## src/rtl/keypad_pkg.sv

```systemverilog
// keypad_pkg: shared types and constants for the 4x4 keypad scanner.
//   kp_state_t - scanner FSM states
//   row_hit_t  - result of decoding a row pattern (valid + row index)
//   KEY_MAP    - hex code for each key, indexed by {column, row}
//   one_low()  - decodes a row pattern with exactly one low bit
package keypad_pkg;

    typedef enum logic [1:0] {
        SCAN     = 2'd0,
        DEBOUNCE = 2'd1,
        HELD     = 2'd2,
        RELEASE  = 2'd3
    } kp_state_t;

    typedef struct packed {
        logic       valid;
        logic [1:0] ri;
    } row_hit_t;

    // Rows run down each column: index = {ci, ri}.
    localparam logic [3:0] KEY_MAP [16] = '{
        4'h1, 4'h4, 4'h7, 4'h0,
        4'h2, 4'h5, 4'h8, 4'hF,
        4'h3, 4'h6, 4'h9, 4'hE,
        4'hA, 4'hB, 4'hC, 4'hD
    };

    // Only a single low row is a key; none or several low rows decode as no key.
    function automatic row_hit_t one_low(input logic [3:0] rows);
        row_hit_t hit;
        hit.valid = 1'b0;
        hit.ri    = 2'd0;
        case (rows)
            4'b1110: begin hit.valid = 1'b1; hit.ri = 2'd0; end
            4'b1101: begin hit.valid = 1'b1; hit.ri = 2'd1; end
            4'b1011: begin hit.valid = 1'b1; hit.ri = 2'd2; end
            4'b0111: begin hit.valid = 1'b1; hit.ri = 2'd3; end
            default: begin hit.valid = 1'b0; hit.ri = 2'd0; end
        endcase
        return hit;
    endfunction

endpackage

```

## src/rtl/keypad_row_sync.sv

```systemverilog
// keypad_row_sync: two-flop synchronizer for the active-low keypad rows.
//   clk    in  system clock
//   rst    in  synchronous active-high reset (rows read as released)
//   row_in in  raw rows, asynchronous to clk
//   rows   out synchronized rows, two cycles behind row_in
module keypad_row_sync (
    input  logic       clk,
    input  logic       rst,
    input  logic [3:0] row_in,
    output logic [3:0] rows
);

    logic [3:0] meta_q;
    logic [3:0] rows_q;

    always_ff @(posedge clk) begin
        if (rst) begin
            meta_q <= 4'b1111;
            rows_q <= 4'b1111;
        end else begin
            meta_q <= row_in;
            rows_q <= meta_q;
        end
    end

    assign rows = rows_q;

endmodule

```

## src/rtl/keypad_scanner.sv

```systemverilog
// keypad_scanner: column scanner, press/release debouncer and key encoder
// for a 4x4 active-low keypad.
//   clk         in  system clock
//   rst         in  synchronous active-high reset
//   row_in      in  raw keypad rows (active-low, asynchronous)
//   col_out     out one-cold column drive
//   key_code    out hex code of the last accepted key
//   key_valid   out one-cycle strobe per accepted key
//   key_pressed out high from acceptance until the release has debounced
module keypad_scanner
    import keypad_pkg::*;
#(
    parameter int clk_freq      = 125_000_000,
    parameter int col_period_us = 1,
    parameter int stable_time   = 10
) (
    input  logic       clk,
    input  logic       rst,
    input  logic [3:0] row_in,
    output logic [3:0] col_out,
    output logic [3:0] key_code,
    output logic       key_valid,
    output logic       key_pressed
);

    localparam int COL_CYCLES = clk_freq / 1_000_000 * col_period_us;
    localparam int DB_CYCLES  = clk_freq / 1000 * stable_time;
    localparam int CNT_MAX    = (DB_CYCLES > COL_CYCLES) ? DB_CYCLES : COL_CYCLES;
    localparam int CNT_W      = $clog2(CNT_MAX);
    localparam logic [CNT_W-1:0] COL_LAST = CNT_W'(COL_CYCLES - 1);
    localparam logic [CNT_W-1:0] DB_LAST  = CNT_W'(DB_CYCLES - 1);

    logic [3:0] rows;

    keypad_row_sync u_row_sync (
        .clk    (clk),
        .rst    (rst),
        .row_in (row_in),
        .rows   (rows)
    );

    kp_state_t        state_q,       state_d;
    logic [1:0]       ci_q,          ci_d;
    logic [CNT_W-1:0] cnt_q,         cnt_d;
    logic [3:0]       cap_q,         cap_d;
    logic [3:0]       cap_code_q,    cap_code_d;
    logic [3:0]       col_out_q,     col_out_d;
    logic [3:0]       key_code_q,    key_code_d;
    logic             key_valid_q,   key_valid_d;
    logic             key_pressed_q, key_pressed_d;
    row_hit_t         sample;

    always_comb begin
        state_d       = state_q;
        ci_d          = ci_q;
        cnt_d         = cnt_q;
        cap_d         = cap_q;
        cap_code_d    = cap_code_q;
        key_code_d    = key_code_q;
        key_valid_d   = 1'b0;
        key_pressed_d = key_pressed_q;
        sample        = one_low(rows);

        case (state_q)
            SCAN: begin
                if (cnt_q == COL_LAST) begin
                    cnt_d = '0;
                    if (sample.valid) begin
                        // Code is resolved now so the column index only has
                        // to be held, not re-decoded, at acceptance time.
                        cap_d      = rows;
                        cap_code_d = KEY_MAP[{ci_q, sample.ri}];
                        state_d    = DEBOUNCE;
                    end else begin
                        ci_d = ci_q + 2'd1;
                    end
                end else begin
                    cnt_d = cnt_q + 1'b1;
                end
            end
            DEBOUNCE: begin
                if (rows != cap_q) begin
                    cnt_d   = '0;
                    ci_d    = ci_q + 2'd1;
                    state_d = SCAN;
                end else if (cnt_q == DB_LAST) begin
                    cnt_d         = '0;
                    key_code_d    = cap_code_q;
                    key_valid_d   = 1'b1;
                    key_pressed_d = 1'b1;
                    state_d       = HELD;
                end else begin
                    cnt_d = cnt_q + 1'b1;
                end
            end
            HELD: begin
                // Extra keys while held are ignored; only all-released counts.
                cnt_d = '0;
                if (rows == 4'b1111) begin
                    state_d = RELEASE;
                end
            end
            RELEASE: begin
                if (rows != 4'b1111) begin
                    cnt_d   = '0;
                    state_d = HELD;
                end else if (cnt_q == DB_LAST) begin
                    cnt_d         = '0;
                    key_pressed_d = 1'b0;
                    ci_d          = ci_q + 2'd1;
                    state_d       = SCAN;
                end else begin
                    cnt_d = cnt_q + 1'b1;
                end
            end
            default: begin
                cnt_d   = '0;
                state_d = SCAN;
            end
        endcase

        // Column drive is registered from the next index so it tracks ci_q.
        col_out_d = ~(4'b0001 << ci_d);
    end

    always_ff @(posedge clk) begin
        cap_q      <= cap_d;
        cap_code_q <= cap_code_d;
        if (rst) begin
            state_q       <= SCAN;
            ci_q          <= 2'd0;
            cnt_q         <= '0;
            col_out_q     <= 4'b1110;
            key_code_q    <= 4'h0;
            key_valid_q   <= 1'b0;
            key_pressed_q <= 1'b0;
        end else begin
            state_q       <= state_d;
            ci_q          <= ci_d;
            cnt_q         <= cnt_d;
            col_out_q     <= col_out_d;
            key_code_q    <= key_code_d;
            key_valid_q   <= key_valid_d;
            key_pressed_q <= key_pressed_d;
        end
    end

    assign col_out     = col_out_q;
    assign key_code    = key_code_q;
    assign key_valid   = key_valid_q;
    assign key_pressed = key_pressed_q;

endmodule

```

## config.mk

```make
export PLATFORM = sky130hd
export DESIGN_NAME = keypad_scanner
export DESIGN_NICKNAME = d
export VERILOG_FILES = /design/src/rtl/keypad_pkg.sv /design/src/rtl/keypad_row_sync.sv /design/src/rtl/keypad_scanner.sv
export SDC_FILE = /design/constraint.sdc
export NUM_CORES = 1
export LEC_CHECK = 0
export ABC_AREA = 1
export BUFFER_PORTS_ARGS = -buffer_cell sky130_fd_sc_hd__buf_4
export CAP_MARGIN = 20
export CELL_PAD_IN_SITES_DETAIL_PLACEMENT = 1
export CELL_PAD_IN_SITES_GLOBAL_PLACEMENT = 1
export CORE_MARGIN = 4
export CORE_UTILIZATION = 23
export CTS_BUF_LIST = sky130_fd_sc_hd__clkbuf_8
export CTS_CLUSTER_DIAMETER = 100
export DETAILED_ROUTE_END_ITERATION = 8
export GPL_TIMING_DRIVEN = 1
export PLACE_DENSITY_LB_ADDON = 0.1
export SYNTH_ARGS = -nofsm -noshare
export SYNTH_HDL_FRONTEND = slang
export SYNTH_SLANG_ARGS = --single-unit
```

## constraint.sdc

```tcl
create_clock -name clk -period 2 [get_ports clk]
set_input_delay 0.1 -clock clk [delete_from_list [all_inputs] [get_ports clk]]
set_output_delay 0.1 -clock clk [all_outputs]
set_load 0.03 [all_outputs]
```

* Yosys cells after proc, flatten, opt, wreduce, memory -nomap -nowiden *
Memory sizes are Yosys's and may differ from the RTL's. A register that Yosys moved wholly into a read port is not among the register bits.
Cells that the tools add are included.

storage, ports and cells
  register bits after elaboration = 47
  bits in latches = 0
  memory bits (writable) = 0
  bits in read-only memories = 64
  bits of input ports = 6
  output and inout port bits = 10
  memories kept = 1

operators by class
  add/subtract/negate cells = 2
  multiply operators = 0
  div/mod/pow operators = 0
  order comparisons = 0
  equality and inequality tests = 21
  shift-type cells = 1
  muxes and demuxes = 26
  bitwise gates (word level) = 4
  reduce and logical (&&, ||, !) cells = 7

memory list
  name             words  width  read ports  clocked after memory_dff  write ports  line                  RTL
  (no name shown)  16     4      1           1                         0            keypad_scanner.sv:72  cap_code_d = KEY_MAP[{ci_q, sample.ri}];

operators by type and width
  cell                   count
  $mux 21                4
  $pmux 21 s4            1
  $mux 2                 12
  $add 21x1->21 const B  1
  $eq 21x21->1 const B   1
  $eq 21x7->1 const B    1
  $eq 4x4->1 const B     4
  $ne 2x2->1 const B     7
  $pmux 3 s4             1
  $reduce_and 5->1       2
  $pmux 2 s4             1
  $ne 3x3->1 const B     2
  $pmux 2 s3             1
  $reduce_and 3->1       2
  $mux 1                 5
  $not 4->5              1
  $eq 2x2->1 const B     2
  $eq 4x3->1 const B     1
  $ne 4x4->1             1
  $ne 4x4->1 const B     1
  $not 4->4              1
  $shl 1x2->4 const A    1
  $reduce_or 3->1        1
  $add 2x1->2 const B    1
  5 further kinds        6

* Longest topological paths before layout *
  depth after elaboration = 7
  gate-level depth with buffers = 12
  mapped depth without buffers = 12

* Hierarchy *
A second synthesis with hierarchy kept.

second synthesis, totals
  cell total of the unflattened synthesis = 387
  area total of the unflattened synthesis = 2,758.9 um^2

modules (own cells, without submodules)
  module           times used  cells an instance  area an instance (um^2)  seq. area each (um^2)
  keypad_scanner   1           362                2,534.9                  940.9
  keypad_row_sync  1           25                 224.0                    160.2

* Worst setup path after synthesis *
OpenSTA, ideal clock, no wires.

  kind = register to register
  start point = register cnt_q[0]
  end point = register cnt_q[10]
  arrival time = 1,505 ps
  slack = 378 ps
  cell stages (with the launch flop) = 12
  cells stage by stage = dfxtp_1 > ha_1 > inv_1 > nor2_4 > inv_2 > nor2_1 > nand3_1 > nand3_2 > nand2_4 > nand2_4 > buf_12 > nor2_2

between the ends
  longest elaborated chain between the ends = 4
  elaborated cells on any way between the ends = 8

RTL lines
  what                                                  line                                         RTL
  from (decl)                                           keypad_scanner.sv:44                         logic [CNT_W-1:0] cnt_q, cnt_d;
  from (signal assigned)                                keypad_scanner.sv:140                        cnt_q <= cnt_d;
  $add 21x1->21 / $eq 21x21->1 (equally long branches)  n/a
  $mux 21                                               keypad_scanner.sv:86, keypad_scanner.sv:107
  $mux 21, on equally long branches                     keypad_scanner.sv:104, keypad_scanner.sv:82
  $pmux 21 s4 (*)                                       keypad_scanner.sv:64                         case (state_q)

Mark *: on every way between the ends. The rest lies on a longest branch, timed or not.
A chain may end at the register's enable or synchronous reset.

* Worst setup path after layout *
  start point = register cnt_q[0]
  end point = register cnt_q[13]

Same word-level chain as after synthesis.

==> results by group <==
Outcome
  • Status: finished, final reports clean

Setup path
  • Critical path class: reg2reg
  • CP Max Fanout: 14
  • Worst Path Arrival: 1.97 ns
  • Crit start category: register
  • Worst r2r path cells: 10
  • Reg-to-Reg Start: cnt_q[0]
  • FF-to-FF setup slack: 0.22 ns
  • Crit Reg-Reg Endpoint: cnt_q[13]
  • Crit end category: register
  • Worst EP required: 2.19 ns

Timing
  • Setup TNS: 0 ns
  • Min Hold Slack: 0.0520 ns
  • Final period utilization: 0.889
  • Slew Viols, Final: 0
  • Final hold violations: 0
  • Min Tclk post-route: 1.78 ns
  • Slew @ Worst Pin: 0.363 ns
  • Unrepaired setup endpoints after global routing: false
  • Fmax: 0.563 GHz
  • Final setup vio count: 0
  • Slew headroom: 0.756
  • Clock Skew: 0.00538 ns

Placement
  • Placer Congestion: 0.758
  • Final HPWL DP: 5080 µm
  • Port bufs: 15

Synthesis
  • Main flop type after synthesis: dfxtp_1
  • Yosys reg bits: 51
  • Ys async rst share: 0
  • Synthesized area per cell: 7.84 µm²
  • Post-synth cell types: 38
  • Syn nets: 338
  • Synthesis Warnings: 0
  • Seq/Total Area, Yosys: 0.428
  • Number of synthesized flops with an enable pin: 8
  • Syn Inst Count: 328
  • Synthesized area: 2570 µm²

Global route
  • Remaining Overflow, GRT: 0
  • First-pass GRT wire length: 10900 µm
  • Initial antenna violation count: 0
  • Vias in the first global route: 2179
  • Largest net degree at the start of global routing: 17
  • Total track usage: 0.106

Worst hold path
  • Hold Path Origin: rst
  • Hold Path Sink: state_q[0]
  • Worst hold path class: in2reg
  • Min-Delay Path Depth: 2

Routing
  • Initial DRC count: 69
  • WL/cell: 12.9 µm
  • Final ANT Viol Nets: 0
  • Vias after detailed routing: 2086
  • Drt pass-1 iters: 4
  • Total Routed Length: 6420 µm
  • DRC errors left: 0
  • Vias per cell: 4.20

Final layout
  • Final nets: 366
  • Area Growth Syn to Fin: 17.0%
  • Ant diodes: 0
  • Share of layout cells above drive strength 1: 0.210

Clock tree
  • Num CTS Buffers: 5
  • H-tree depth: 2
  • Root Buffer: clkbuf_8
  • Number of buffers added for setup after CTS: 0
  • TritonCTS clock tree: yes
  • CTS Sinks: 51
  • Clk Latency, worst-skew pair: 0.31 ns
  • Clock-pin slew on the worst setup and hold paths: 0.10 ns
  • Maximum root-to-sink buffer count: 2

Power and ir drop
  • Cell Pwr Density: 609 nW/µm²
  • Max VDD drop: 0.233 mV
  • Leakage Power: 1.23 nW

Die
  • # rows: 38
  • Die area: 12900 µm²
  • Die H: 114 µm
  • Initial Util: 0.236
  • Floorplan Core Area: 10900 µm²
  • I/O Pins: 16
  • DIE WIDTH: 114 µm

Run
  • Max Cap Viol: 0
==> worst max-delay path by stage <==
stage / endpoint / slack [ns] / cells past startpoint / startpoint
finish: cnt_q[13] / 0.22 / 10 / cnt_q[0]
global route: col_out[0] / 0.04 / 10 / cnt_q[0]
CTS: cnt_q[13] / 0.1 / 10 / cnt_q[0]
detailed placement: cnt_q[13] / 0.12 / 10 / cnt_q[0]
global placement: cnt_q[13] / 0.21 / 10 / cnt_q[0]
floorplan: cnt_q[10] / 0.38 / 11 / cnt_q[0]
==> area by class of cell <==
class / count / area (µm²)
Fill cell: 1333 / 7880
Clock buffer: 6 / 82.6
Tap cell: 140 / 175
Clock inverter: 2 / 16.3
Multi-Input combinational cell: 225 / 1260
Sequential cell: 51 / 1100
Inverter: 49 / 184
Timing Repair Buffer: 24 / 190
==> cell usage after synthesis, types with 2 or more instances <==
cell | number | area, µm²
nand2_2 | 6 | 37.5
nand3_1 | 27 | 135
nand3_2 | 3 | 30.0
nand4_1 | 9 | 56.3
or2_2 | 9 | 56.3
nand2_1 | 49 | 184
nor2_1 | 48 | 180
nor4_1 | 2 | 12.5
a21oi_1 | 8 | 40.0
ha_1 | 4 | 50.1
o21ai_0 | 13 | 65.1
nor2_4 | 5 | 56.3
xor2_1 | 7 | 61.3
xnor2_1 | 3 | 26.3
nand2_4 | 2 | 22.5
edfxtp_1 | 8 | 240
inv_1 | 46 | 173
nor3_1 | 5 | 25.0
inv_2 | 2 | 7.51
dfxtp_1 | 43 | 861
nor2_2 | 10 | 62.6
nor3_2 | 3 | 30.0
==> cell families (layout without fill, tap and decap cells) <==
family	Yosys count	in the layout	synth area share
AND/OR/NAND/NOR	184	184	0.375
buffers and inverters	52	81	0.0827
flip-flops	51	51	0.428
AO/OA/AOI/OAI	27	27	0.0603
XOR/XNOR	10	10	0.0340
adder cells (fa/ha/maj)	4	4	0.0195
==> flip-flops by register name, indices dropped and copies added, names as in the netlist, 2 cells and up <==
register	count
key_code	4
cnt_q	21
ci_q	2
u_row_sync.meta_q	4
cap_q	4
state_q	2
cap_code_q	4
u_row_sync.rows	4
col_out	4
==> through the flow <==
| stage | setup slack [ns] | cells | utilization | power [mW] | cell area [µm²] |
|---|---|---|---|---|---|
| final | 0.223 | 497 | 0.276 | 1.83 | 3010 |
| after global routing | 0.0429 | 497 | 0.276 | 1.94 | 3010 |
| after CTS | 0.0982 | 497 | 0.276 | 1.87 | 3010 |
| after detailed placement | 0.118 | 485 | 0.264 | 1.20 | 2870 |
| after global placement | 0.208 | 485 | 0.264 | 1.19 | 2870 |
| after floorplan | 0.378 | 328 | - | 1.17 | 2570 |
==> layer usage <==
layer  track usage  routed length (µm)  share of wire
met1         0.149                3380           0.53
met2         0.163                2830           0.44
met3        0.0249                 169          0.026
met4        0.0288                  40         0.0062
met5             0                   0              0
==> critical path: stages, from the launching register on <==
cell and delay, ns:
dfxtp_2 0.40, ha_1 0.20, inv_1 0.07, nor2_4 0.18, inv_2 0.05, nor2_1 0.08
nand3_1 0.13, nand3_2 0.14, nand2_4 0.09, nand2_4 0.23, nor3_1 0.08
==> timing repair <==
action / CTS / global route
hold endpoints to repair: 4 / 0
endpoints found under the setup margin: 0 / 11
resized for setup: 0 / 1
hold buffers: 4 / 0
==> power breakdown <==
group          switching [mW]  leakage (nW)  internal (mW)
combinational          0.0626         0.759         0.0471
clock                   0.374        0.0474          0.284
sequential             0.0117         0.419           1.05
total                   0.448          1.23           1.38
==> cell usage in the layout (no fill, tap or decap), types with 5 or more instances in the layout <==
| master | instances |
|---|---|
| inv_1 | 46 |
| dfxtp_1 | 42 |
| nand2_2 | 6 |
| a21oi_1 | 8 |
| nand4_1 | 9 |
| nor2_4 | 5 |
| nor3_1 | 5 |
| xor2_1 | 7 |
| o21ai_0 | 13 |
| or2_2 | 9 |
| clkbuf_8 | 6 |
| nor2_1 | 48 |
| buf_4 | 20 |
| nor2_2 | 10 |
| nand3_1 | 27 |
| nand2_1 | 49 |
| edfxtp_1 | 8 |
Power figures use the tool's default switching activity.
